--- src/rtl/mem_pkg.sv ---
// Shared opcodes, FSM state encoding and access-owner codes for the data-memory arbiter.
// Pure declarations; no logic, no latency, no flow control.
// Imported by the arbiter, its round-robin sub-block and the bench.
package mem_pkg;
    localparam logic [2:0] OP_NOP = 3'b000;
    localparam logic [2:0] OP_SW  = 3'b100;
    localparam logic [2:0] OP_LW  = 3'b101;

    typedef enum logic [1:0] {
        S_IDLE  = 2'd0,
        S_ISSUE = 2'd1,
        S_WAIT  = 2'd2,
        S_RESP  = 2'd3
    } state_t;

    typedef enum logic {
        OWN_CORE = 1'b0,
        OWN_DMA  = 1'b1
    } owner_t;

    typedef struct packed {
        owner_t     owner;
        logic       we;
        logic [7:0] addr;
        logic [7:0] wdata;
    } cmd_t;

    function automatic logic [2:0] op_for(input logic we);
        return we ? OP_SW : OP_LW;
    endfunction
endpackage

--- src/rtl/mem_arbiter_if.sv ---
// Requester (core, DMA) and memory-side signals of the data-memory arbiter.
// Wires only; no latency.
// Requesters hold req until their one-cycle ack; the memory answers by toggling mem_signal.
interface mem_arbiter_if;
    logic       core_req;
    logic       core_we;
    logic [7:0] core_addr;
    logic [7:0] core_wdata;
    logic       core_ack;
    logic [7:0] core_rdata;

    logic       dma_req;
    logic       dma_we;
    logic [7:0] dma_addr;
    logic [7:0] dma_wdata;
    logic       dma_ack;
    logic [7:0] dma_rdata;

    logic [2:0] mem_instruction;
    logic [7:0] mem_reg_alpha;
    logic [7:0] mem_reg_beta;
    logic [7:0] mem_data_in;
    logic       mem_signal;

    modport master (
        output core_req, core_we, core_addr, core_wdata,
        input  core_ack, core_rdata,
        output dma_req, dma_we, dma_addr, dma_wdata,
        input  dma_ack, dma_rdata,
        input  mem_instruction, mem_reg_alpha, mem_reg_beta,
        output mem_data_in, mem_signal
    );

    modport slave (
        input  core_req, core_we, core_addr, core_wdata,
        output core_ack, core_rdata,
        input  dma_req, dma_we, dma_addr, dma_wdata,
        output dma_ack, dma_rdata,
        output mem_instruction, mem_reg_alpha, mem_reg_beta,
        input  mem_data_in, mem_signal
    );
endinterface

--- src/rtl/mem_arbiter_rr_arbiter2.sv ---
// Two-way core/DMA grant with optional fixed core priority; rr_last is the only state.
// Grant is combinational from req; rr_last updates on the clock edge that accepts a grant.
// No backpressure: the caller decides when a grant is taken via gnt_en.
module rr_arbiter2
    import mem_pkg::*;
#(
    parameter bit CORE_PRIORITY = 1'b0
) (
    input  logic   clock,
    input  logic   reset,
    input  logic   core_req,
    input  logic   dma_req,
    input  logic   gnt_en,
    output logic   gnt_vld,
    output owner_t gnt_owner
);
    owner_t rr_last_q, rr_last_d;

    always_comb begin
        gnt_vld   = core_req | dma_req;
        gnt_owner = OWN_CORE;
        if (core_req && dma_req) begin
            // On a tie, round-robin hands the grant to whoever did not win last time
            if (!CORE_PRIORITY && rr_last_q == OWN_CORE) begin
                gnt_owner = OWN_DMA;
            end
        end else if (dma_req) begin
            gnt_owner = OWN_DMA;
        end
        rr_last_d = (gnt_en && gnt_vld) ? gnt_owner : rr_last_q;
    end

    always_ff @(posedge clock) begin
        if (reset) begin
            rr_last_q <= OWN_DMA;
        end else begin
            rr_last_q <= rr_last_d;
        end
    end
endmodule

--- src/rtl/mem_arbiter.sv ---
// Sequences one core/DMA access at a time into the slow toggle-handshake data memory.
// Latency: ack 3 cycles after req plus the WAIT cycles before the done toggle; timeout after TIMEOUT_CYCLES+1 WAIT cycles.
// Requesters hold req until ack; a losing or non-owner request simply waits in place.
module mem_arbiter
    import mem_pkg::*;
#(
    parameter int TIMEOUT_CYCLES = 16,
    parameter bit CORE_PRIORITY  = 1'b0
) (
    input  logic          clock,
    input  logic          reset,
    mem_arbiter_if.slave  bus,
    output logic          busy,
    output logic          timeout_err
);
    localparam logic [7:0] TO_LIM = 8'(TIMEOUT_CYCLES);

    state_t     state_q, state_d;
    cmd_t       cmd_q, cmd_d;
    logic       sig_q, sig_d;
    logic [7:0] cnt_q, cnt_d;
    logic [7:0] core_rdata_q, core_rdata_d;
    logic [7:0] dma_rdata_q, dma_rdata_d;
    logic       terr_q, terr_d;

    logic       gnt_vld;
    owner_t     gnt_owner;
    logic       toggled;
    logic       expired;
    logic [7:0] rsp_dat;

    rr_arbiter2 #(.CORE_PRIORITY(CORE_PRIORITY)) u_rr (
        .clock     (clock),
        .reset     (reset),
        .core_req  (bus.core_req),
        .dma_req   (bus.dma_req),
        .gnt_en    (state_q == S_IDLE),
        .gnt_vld   (gnt_vld),
        .gnt_owner (gnt_owner)
    );

    always_comb begin
        state_d      = state_q;
        cmd_d        = cmd_q;
        sig_d        = sig_q;
        cnt_d        = cnt_q;
        core_rdata_d = core_rdata_q;
        dma_rdata_d  = dma_rdata_q;
        terr_d       = terr_q;
        toggled      = (bus.mem_signal != sig_q);
        expired      = !toggled && (cnt_q == TO_LIM);
        rsp_dat      = expired ? 8'h00 : bus.mem_data_in;

        case (state_q)
            S_IDLE: begin
                // Stray toggles while idle are absorbed by re-sampling every cycle
                sig_d = bus.mem_signal;
                if (gnt_vld) begin
                    state_d     = S_ISSUE;
                    cmd_d.owner = gnt_owner;
                    if (gnt_owner == OWN_DMA) begin
                        cmd_d.we    = bus.dma_we;
                        cmd_d.addr  = bus.dma_addr;
                        cmd_d.wdata = bus.dma_wdata;
                    end else begin
                        cmd_d.we    = bus.core_we;
                        cmd_d.addr  = bus.core_addr;
                        cmd_d.wdata = bus.core_wdata;
                    end
                end
            end
            S_ISSUE: begin
                sig_d   = bus.mem_signal;
                cnt_d   = '0;
                state_d = S_WAIT;
            end
            S_WAIT: begin
                if (toggled || expired) begin
                    state_d = S_RESP;
                    terr_d  = terr_q | expired;
                    if (!cmd_q.we) begin
                        if (cmd_q.owner == OWN_DMA) begin
                            dma_rdata_d = rsp_dat;
                        end else begin
                            core_rdata_d = rsp_dat;
                        end
                    end
                end else if (cnt_q != 8'hFF) begin
                    cnt_d = cnt_q + 8'd1;
                end
            end
            S_RESP: begin
                state_d = S_IDLE;
            end
            default: begin
                state_d = S_IDLE;
            end
        endcase
    end

    always_ff @(posedge clock) begin
        if (reset) begin
            state_q      <= S_IDLE;
            cmd_q        <= '0;
            sig_q        <= bus.mem_signal;
            cnt_q        <= '0;
            core_rdata_q <= '0;
            dma_rdata_q  <= '0;
            terr_q       <= 1'b0;
        end else begin
            state_q      <= state_d;
            cmd_q        <= cmd_d;
            sig_q        <= sig_d;
            cnt_q        <= cnt_d;
            core_rdata_q <= core_rdata_d;
            dma_rdata_q  <= dma_rdata_d;
            terr_q       <= terr_d;
        end
    end

    assign bus.mem_instruction = (state_q == S_ISSUE) ? op_for(cmd_q.we) : OP_NOP;
    assign bus.mem_reg_alpha   = cmd_q.wdata;
    assign bus.mem_reg_beta    = cmd_q.addr;
    assign bus.core_ack        = (state_q == S_RESP) && (cmd_q.owner == OWN_CORE);
    assign bus.dma_ack         = (state_q == S_RESP) && (cmd_q.owner == OWN_DMA);
    assign bus.core_rdata      = core_rdata_q;
    assign bus.dma_rdata       = dma_rdata_q;
    assign busy                = (state_q != S_IDLE);
    assign timeout_err         = terr_q;
endmodule

--- src/flat_wrapper.sv ---
// flat-port wrapper written by rule: the top's interface ports become plain ports
module mem_arbiter_flat import mem_pkg::*;
#(
    parameter int TIMEOUT_CYCLES = 16,
    parameter bit CORE_PRIORITY  = 1'b0
)
  (clock, reset, busy, timeout_err, bus_core_req, bus_core_we, bus_core_addr, bus_core_wdata, bus_core_ack, bus_core_rdata, bus_dma_req, bus_dma_we, bus_dma_addr, bus_dma_wdata, bus_dma_ack, bus_dma_rdata, bus_mem_instruction, bus_mem_reg_alpha, bus_mem_reg_beta, bus_mem_data_in, bus_mem_signal);
  mem_arbiter_if bus_i ();
  input  logic clock;
  input  logic reset;
  output logic busy;
  output logic timeout_err;
  input wire logic [$bits(bus_i.core_req)-1:0] bus_core_req;
  input wire logic [$bits(bus_i.core_we)-1:0] bus_core_we;
  input wire logic [$bits(bus_i.core_addr)-1:0] bus_core_addr;
  input wire logic [$bits(bus_i.core_wdata)-1:0] bus_core_wdata;
  output wire logic [$bits(bus_i.core_ack)-1:0] bus_core_ack;
  output wire logic [$bits(bus_i.core_rdata)-1:0] bus_core_rdata;
  input wire logic [$bits(bus_i.dma_req)-1:0] bus_dma_req;
  input wire logic [$bits(bus_i.dma_we)-1:0] bus_dma_we;
  input wire logic [$bits(bus_i.dma_addr)-1:0] bus_dma_addr;
  input wire logic [$bits(bus_i.dma_wdata)-1:0] bus_dma_wdata;
  output wire logic [$bits(bus_i.dma_ack)-1:0] bus_dma_ack;
  output wire logic [$bits(bus_i.dma_rdata)-1:0] bus_dma_rdata;
  output wire logic [$bits(bus_i.mem_instruction)-1:0] bus_mem_instruction;
  output wire logic [$bits(bus_i.mem_reg_alpha)-1:0] bus_mem_reg_alpha;
  output wire logic [$bits(bus_i.mem_reg_beta)-1:0] bus_mem_reg_beta;
  input wire logic [$bits(bus_i.mem_data_in)-1:0] bus_mem_data_in;
  input wire logic [$bits(bus_i.mem_signal)-1:0] bus_mem_signal;
  assign bus_i.core_req = bus_core_req;
  assign bus_i.core_we = bus_core_we;
  assign bus_i.core_addr = bus_core_addr;
  assign bus_i.core_wdata = bus_core_wdata;
  assign bus_core_ack = bus_i.core_ack;
  assign bus_core_rdata = bus_i.core_rdata;
  assign bus_i.dma_req = bus_dma_req;
  assign bus_i.dma_we = bus_dma_we;
  assign bus_i.dma_addr = bus_dma_addr;
  assign bus_i.dma_wdata = bus_dma_wdata;
  assign bus_dma_ack = bus_i.dma_ack;
  assign bus_dma_rdata = bus_i.dma_rdata;
  assign bus_mem_instruction = bus_i.mem_instruction;
  assign bus_mem_reg_alpha = bus_i.mem_reg_alpha;
  assign bus_mem_reg_beta = bus_i.mem_reg_beta;
  assign bus_i.mem_data_in = bus_mem_data_in;
  assign bus_i.mem_signal = bus_mem_signal;
  mem_arbiter #(.TIMEOUT_CYCLES(TIMEOUT_CYCLES), .CORE_PRIORITY(CORE_PRIORITY)) u_core (.clock(clock), .reset(reset), .bus(bus_i), .busy(busy), .timeout_err(timeout_err));
endmodule
--- config.mk ---
export PLATFORM = sky130hd
export DESIGN_NAME = mem_arbiter_flat
export DESIGN_NICKNAME = d
export VERILOG_FILES = /design/src/rtl/mem_pkg.sv /design/src/rtl/mem_arbiter_if.sv /design/src/rtl/mem_arbiter_rr_arbiter2.sv /design/src/rtl/mem_arbiter.sv /design/src/flat_wrapper.sv
export SDC_FILE = /design/constraint.sdc
export NUM_CORES = 1
export LEC_CHECK = 0
export CAP_MARGIN = 20
export CORE_MARGIN = 5
export CORE_UTILIZATION = 48
export CTS_CLUSTER_DIAMETER = 80
export DETAILED_ROUTE_END_ITERATION = 12
export PLACE_DENSITY = 0.88
export SETUP_SLACK_MARGIN = 0.02
export SLEW_MARGIN = 20
export SYNTH_ARGS = -nofsm -noshare
export SYNTH_HDL_FRONTEND = slang
export SYNTH_SLANG_ARGS = --single-unit
--- constraint.sdc ---
create_clock -name clock -period 3.96 [get_ports clock]
set_input_delay 0.792 -clock clock [delete_from_list [all_inputs] [get_ports clock]]
set_output_delay 0.792 -clock clock [all_outputs]
set_load 0.005 [all_outputs]
==> run metrics, run 1 <==
CP Launch Type register; peak supply drop between 0.2 and 0.3 mV; post-synth top area cell dfxtp_1; Starting Density 0.5016; fin crit share 0.6483; fin area around 3300 um^2; clock share of power 0.205; pwr/cell area about 540 nW/um^2; Post-CTS Hold Buffers 0; Yosys reg bits 47; endpoints failing hold 0; setup_tns 0 ps; layout net count roughly 380; drt wl/cell 15.26 um; Post-CTS Resized 0; sequential-to-total area share from yosys stat 0.3936; syn nets between 300 and 400; # clock sinks 47; Comb power frac 0.441; Netlist cell types 46; Reg area 950.9 um^2; drt pass-1 iters 4; Ports 86; Clock Skews 10.92 ps; status finished clean; first-pass GRT wire length just under 10000 um; reg2reg path depth 6; Via Count between 2000 and 2500; Worst-path clk slew about 100 ps; Vert. Die Dim a little over 80 um; row count 25; switch share 0.3665; RSZ-0062 raised after global routing no; vias per cell between 5 and 6; final-layout fill cell count just over 400; Hold Crit Depth 2; top cell type's share of synthesized area 0.3811; IO buf count 84; Int Pwr roughly 0.0011 W; Synth area leaders dfxtp_1 (38%), mux2i_1 (7.0%), a211oi_1 (6.5%); P_leak 1.122 nW; area of the multi-input gates approximately 1200 um^2; clk root buf clkbuf_8; GRT overflow 0; CTS tree built; Cell Area, Synth between 2000 and 2500 um^2; Area after DPL about 3200 um^2; vias in the first global route 2098; Layout area overhead 35.63%; crit end category register; Antenna Cells 0; most common cell after layout, fill and taps aside clkdlybuf4s50_1; antenna violations before repair 0; most frequent cells in the layout clkdlybuf4s50_1 (84), dfxtp_1 (46), a21oi_1 (23); die width a little over 80 um; layout cell share with drive strength beyond 1 0.07251; Max-cap violations 0; relative slew slack 0.3914; CTS max path bufs 2; placed insts 390; gr usage total 0.1893; worst setup path category register to register; worst setup margin between 1000 and 1500 ps; final wirelength roughly 6000 um; H-tree levels 2; Worst Hold Class register to register; Setup-failing EPs final 0; Routed Antenna Nets 0; # DRC 0; CP Max Fanout 26; DIE AREA approximately 6600 um^2; DP HPWL roughly 4600 um; Max Slew Vio Count 0; worst path required time ~4200 ps; CORE AREA just under 5000 um^2; Tmin final ~2600 ps; YS warnings 0; Setup WS pre-CTS ~1200 ps; Worst-Margin Slew ~910 ps; FMAX approximately 400 MHz; syn_area_per_cell a little under 9 um^2; gpl congestion ~0.87; Non-Filler Instances ~400; Worst-Skew Late Latency about 310 ps; crit path DAT about 2800 ps; Psw about 0.00065 W; post-CTS setup buffers 0; pin count of the biggest net entering global routing 27; total CTS buffers 5; Syn Inst Count 270; Flop pwr share 0.354; Iteration-0 DRC Markers 230
==> routing by layer <==
layer  GRT usage  up-vias  wire length, um
met5           0        -                0
met4     0.05068        0               65
met3     0.08093        8              764
met2      0.3194      112             2799
met1      0.2195     1004             2444
li1            -     1086                -
==> power by group through the flow <==
| stage | Clock (W) | Sequential, W | Combinational (W) |
|---|---|---|---|
| after floorplan | 0 | 0.000620 | 0.000547 |
| after global placement | 0 | 0.000629 | 0.000755 |
| after detailed placement | 0 | 0.000636 | 0.000778 |
| after CTS | 0.000364 | 0.000627 | 0.000785 |
| after global routing | 0.000390 | 0.000639 | 0.000859 |
| final | 0.000364 | 0.000627 | 0.000782 |
==> synth_stat cells (all sizes together) <==
| master | number |
|---|---|
| a311oi | 1 |
| a31o | 1 |
| o31ai | 2 |
| mux2i | 17 |
| edfxtp | 1 |
| xor2 | 1 |
| a21boi | 1 |
| nand3 | 3 |
| a22oi | 1 |
| and4 | 1 |
| o21a | 1 |
| a21o | 1 |
| nand2b | 3 |
| a21oi | 23 |
| o21ai | 19 |
| nor2 | 23 |
| or3 | 3 |
| a311o | 2 |
| a221oi | 1 |
| ha | 6 |
| clkbuf | 11 |
| a211oi | 23 |
| conb | 1 |
| nor4b | 1 |
| nor3 | 2 |
| dfxtp | 46 |
| o31a | 1 |
| nand4 | 18 |
| nand2 | 6 |
| or2 | 2 |
| o2bb2ai | 1 |
| inv | 10 |
| and2 | 2 |
| and4bb | 1 |
| buf | 25 |
| nand3b | 1 |
| and3 | 1 |
| a31oi | 3 |
| nor2b | 4 |
==> cell families after synthesis <==
logic type	share of synthesized area
AND/OR/NAND/NOR	0.1642
adder cells (fa/ha/maj)	0.03107
AO/OA/AOI/OAI	0.2279
multiplexers	0.07043
flip-flops	0.3936
other	0.001552
XOR/XNOR	0.003626
buffers and inverters	0.1077
==> layout make-up <==
class,count,share of cell area
multi-input cells,177,0.3696
flip-flops and latches,47,0.2902
repair buffers,89,0.2680
well taps,67,0.02558
clock buffers,5,0.02100
clock inverters,3,0.01413
inverters,10,0.01145
==> metrics by stage <==
stage	hold WS [ps]	total power, W	util
finish	487.9	0.001773	0.6803
CTS	487.9	0.001776	0.6803
floorplan	470.1	0.001168	-
global route	503.4	0.001888	0.6803
global placement	461.7	0.001384	0.6564
detailed placement	474.8	0.001414	0.6564
==> worst paths after layout <==
check	slack [ps]	to	startpoint
max	1390	u_core.cnt_q[2]	u_core.state_q[0]
min	490	u_core.bus.core_rdata[4]	u_core.bus.core_rdata[4]
max reg2reg	1390	u_core.cnt_q[2]	u_core.state_q[0]
min reg2reg	490	u_core.bus.core_rdata[4]	u_core.bus.core_rdata[4]
==> flip-flops by register name (all words and copies together) (netlist names) <==
name and flops:
u_core.bus.mem_reg_alpha 8, u_core.timeout_err 1, u_core.sig_q 1, u_core.cnt_q 8, u_core.bus.mem_reg_beta 8, u_core.state_q 2, u_core.bus.dma_rdata 8, u_core.u_rr.rr_last_q 1
u_core.cmd_q 2, u_core.bus.core_rdata 8
==> worst max-delay path: stages, from the launching register on <==
cell,delay [ps]
dfxtp_1,340
inv_1,110
ha_1,770
inv_1,350
a211oi_4,440
a31oi_1,150
a311oi_1,300
Note: power is estimated with default switching activity, not from simulation.
==> inputs of run 2 (changes only) <==
CORE_UTILIZATION = 45   (was 48)
PLACE_DENSITY = 0.83   (was 0.88)
clock period = 2.4 ns   (was 3.96 ns; I/O delays follow)
==> run 2 against run 1 <==
Final area is essentially flat. Sequential share of layout area is essentially flat. Register-to-register slack lost 900 ps. Critical path depth shrank 2. Clock-buffer cell count grew 1. Via count shrank 1.0%. Routed wire length shrank 2.4%. First-iteration DRC count shrank 33%. Hold slack lost 2.2 ps. Die area grew 5.8%. Core utilization shrank 4.6 points. Clock power grew 42%. Critical path type is now register to output port. Largest power group unchanged. Highest routed layer unchanged.
==> run metrics, run 2 (synthesis gave the netlist of run 1 again) <==
pwr/cell area 865.3 nW/um^2 (+60%); Iteration-0 DRC Markers 153 (-33%); Int Pwr 0.001787 W (+59%); switch share 0.3702 (+0.003760); pin count of the biggest net entering global routing 35 (+30%); Ports 86 (unchanged); P_leak 1.124 nW (+0.25%); Worst-Margin Slew 604.5 ps (-308.4 ps); vias in the first global route 2118 (+0.95%); Reg area 950.9 um^2 (unchanged); most frequent cells in the layout clkdlybuf4s50_1 (84), dfxtp_1 (46), a21oi_1 (23); die width 83.28 um (+2.9%); Post-CTS Resized 0 (unchanged); GRT overflow 0 (unchanged); final wirelength 5930 um (-2.4%); Worst-Skew Late Latency 310 ps (about the same); worst setup margin 191.8 ps (-1201 ps); H-tree levels 2 (unchanged); DR top layer met4; Clock Skews 8.752 ps (-2.170 ps); most common cell after layout, fill and taps aside clkdlybuf4s50_1; reg2reg path depth 6 (unchanged); FMAX approximately 450 MHz; status finished clean; gpl congestion 0.8479 (-2.3%); Critical path destination busy; peak supply drop 0.4681 mV (+59%); CP Launch Point u_core.state_q[0]; total CTS buffers 5 (unchanged); R2R Path End u_core.bus.core_rdata[3]; Antenna Cells 0 (unchanged); layout net count 385 (+0.52%); relative slew slack 0.5970 (+0.2056); Detail Route met3 WL 762 um (-0.26%); CTS tree built; CP Launch Type register; CORE AREA 5172 um^2 (+7.4%); worst path required time 1920 ps (-2240 ps); layout cell share with drive strength beyond 1 0.07808 (+0.005571); clk root buf clkbuf_8; Via Count 2187 (-1.0%); Setup WS pre-CTS 194.4 ps (-1020 ps); fin crit share 0.9201; Layout area overhead 35.73% (about the same); post-CTS setup buffers 0 (unchanged); # DRC 0 (unchanged); DIE AREA 6935 um^2 (+5.8%); Tmin final approximately 2200 ps; Worst Hold Class register to register; endpoints failing hold 0 (unchanged); Max-cap violations 0 (unchanged); met2 wire len 2705 um (-3.4%); IO buf count 84 (unchanged); R2R Setup Slk 490 ps (-900 ps); Setup-failing EPs final 0 (unchanged); vias per cell 5.427 (-2.3%); Routed Antenna Nets 0 (unchanged); Worst-path clk slew 90 ps (about the same); clock share of power 0.182 (-0.023); setup_tns 0 ps (unchanged); antenna violations before repair 0 (unchanged); worst setup path category register to output port; crit end category output port; Post-CTS Hold Buffers 0 (unchanged); Worst R2R Start u_core.state_q[0]; Comb power frac 0.456 (+0.015); RSZ-0062 raised after global routing no; # clock sinks 47 (unchanged); DP HPWL 4423 um (-4.1%); drt pass-1 iters 4 (unchanged); Flop pwr share 0.362 (+0.008); area of the multi-input gates 1211 um^2 (unchanged); CP Max Fanout 5 (-81%); CTS max path bufs 2 (unchanged); first-pass GRT wire length 9763 um (+0.71%); met1 wire length 2429 um (-0.61%); Max Slew Vio Count 0 (unchanged); Starting Density 0.4671 (-0.03446); drt wl/cell 14.71 um (-3.6%); final-layout fill cell count 451 (+11%); row count 26 (+4.0%); crit path DAT 1730 ps (-1030 ps); Vert. Die Dim 83.28 um (+2.9%); gr usage total 0.1695 (-0.01982); Psw 0.001051 W (+62%)
[run 2: area by class of cell]
cell class | count | area share
clock buffers | 6 | 0.02518
well taps | 70 | 0.02671
multi-input cells | 177 | 0.3693
inverters | 10 | 0.01145
flip-flops and latches | 47 | 0.2900
clock inverters | 2 | 0.004960
repair buffers | 91 | 0.2724
[run 2: how the worst min path moves through the flow]
stage | cells after the start | startpoint | endpoint
floorplan | 2 | u_core.bus.core_rdata[0] | u_core.bus.core_rdata[0]
CTS | 2 | u_core.bus.dma_rdata[6] | u_core.bus.dma_rdata[6]
global route | 2 | u_core.bus.dma_rdata[6] | u_core.bus.dma_rdata[6]
global placement | 2 | u_core.bus.dma_rdata[4] | u_core.bus.dma_rdata[4]
detailed placement | 2 | u_core.bus.dma_rdata[6] | u_core.bus.dma_rdata[6]
finish | 2 | u_core.bus.dma_rdata[6] | u_core.bus.dma_rdata[6]
[run 2: power groups by stage]
stage	registers, W	logic (W)	clock network, W
final	0.00103	0.00129	0.000516
after global routing	0.00105	0.00144	0.000561
after CTS	0.00103	0.00131	0.000528
after detailed placement	0.00105	0.00130	0
after global placement	0.00104	0.00126	0
after floorplan	0.00102	0.000903	0
[run 2: critical path, stage by stage (launching register included)]
cell             delay (ps)
dfxtp_1                 360
inv_1                    90
ha_1                    270
inv_1                   150
clkdlybuf4s50_1         540
[run 2: per-stage QoR]
| step | util | instances | power, W | hold slack [ps] | area, um^2 |
|---|---|---|---|---|---|
| 6_report | 0.6340 | 403 | 0.002838 | 485.6 | 3279 |
| 5_1_grt | 0.6340 | 403 | 0.003043 | 509.9 | 3279 |
| 4_1_cts | 0.6340 | 403 | 0.002865 | 480.1 | 3279 |
| 3_5_place_dp | 0.6149 | 395 | 0.002342 | 467.2 | 3181 |
| 3_3_place_gp | 0.6149 | 395 | 0.002300 | 462.5 | 3181 |
| 2_1_floorplan | - | 270 | 0.001926 | 470.1 | 2416 |
[run 2: metal layers]
layer	track usage	vias to the layer above
met5	0	-
met4	0.04903	0
met3	0.09505	3
met2	0.2711	108
met1	0.1930	991
li1	-	1085
==> inputs of run 3 (changes only) <==
SKIP_CTS_REPAIR_TIMING = 1   (was unset)
==> results of run 3 <==
No change in the layout: final DEF, timing and power equal those of run 2.
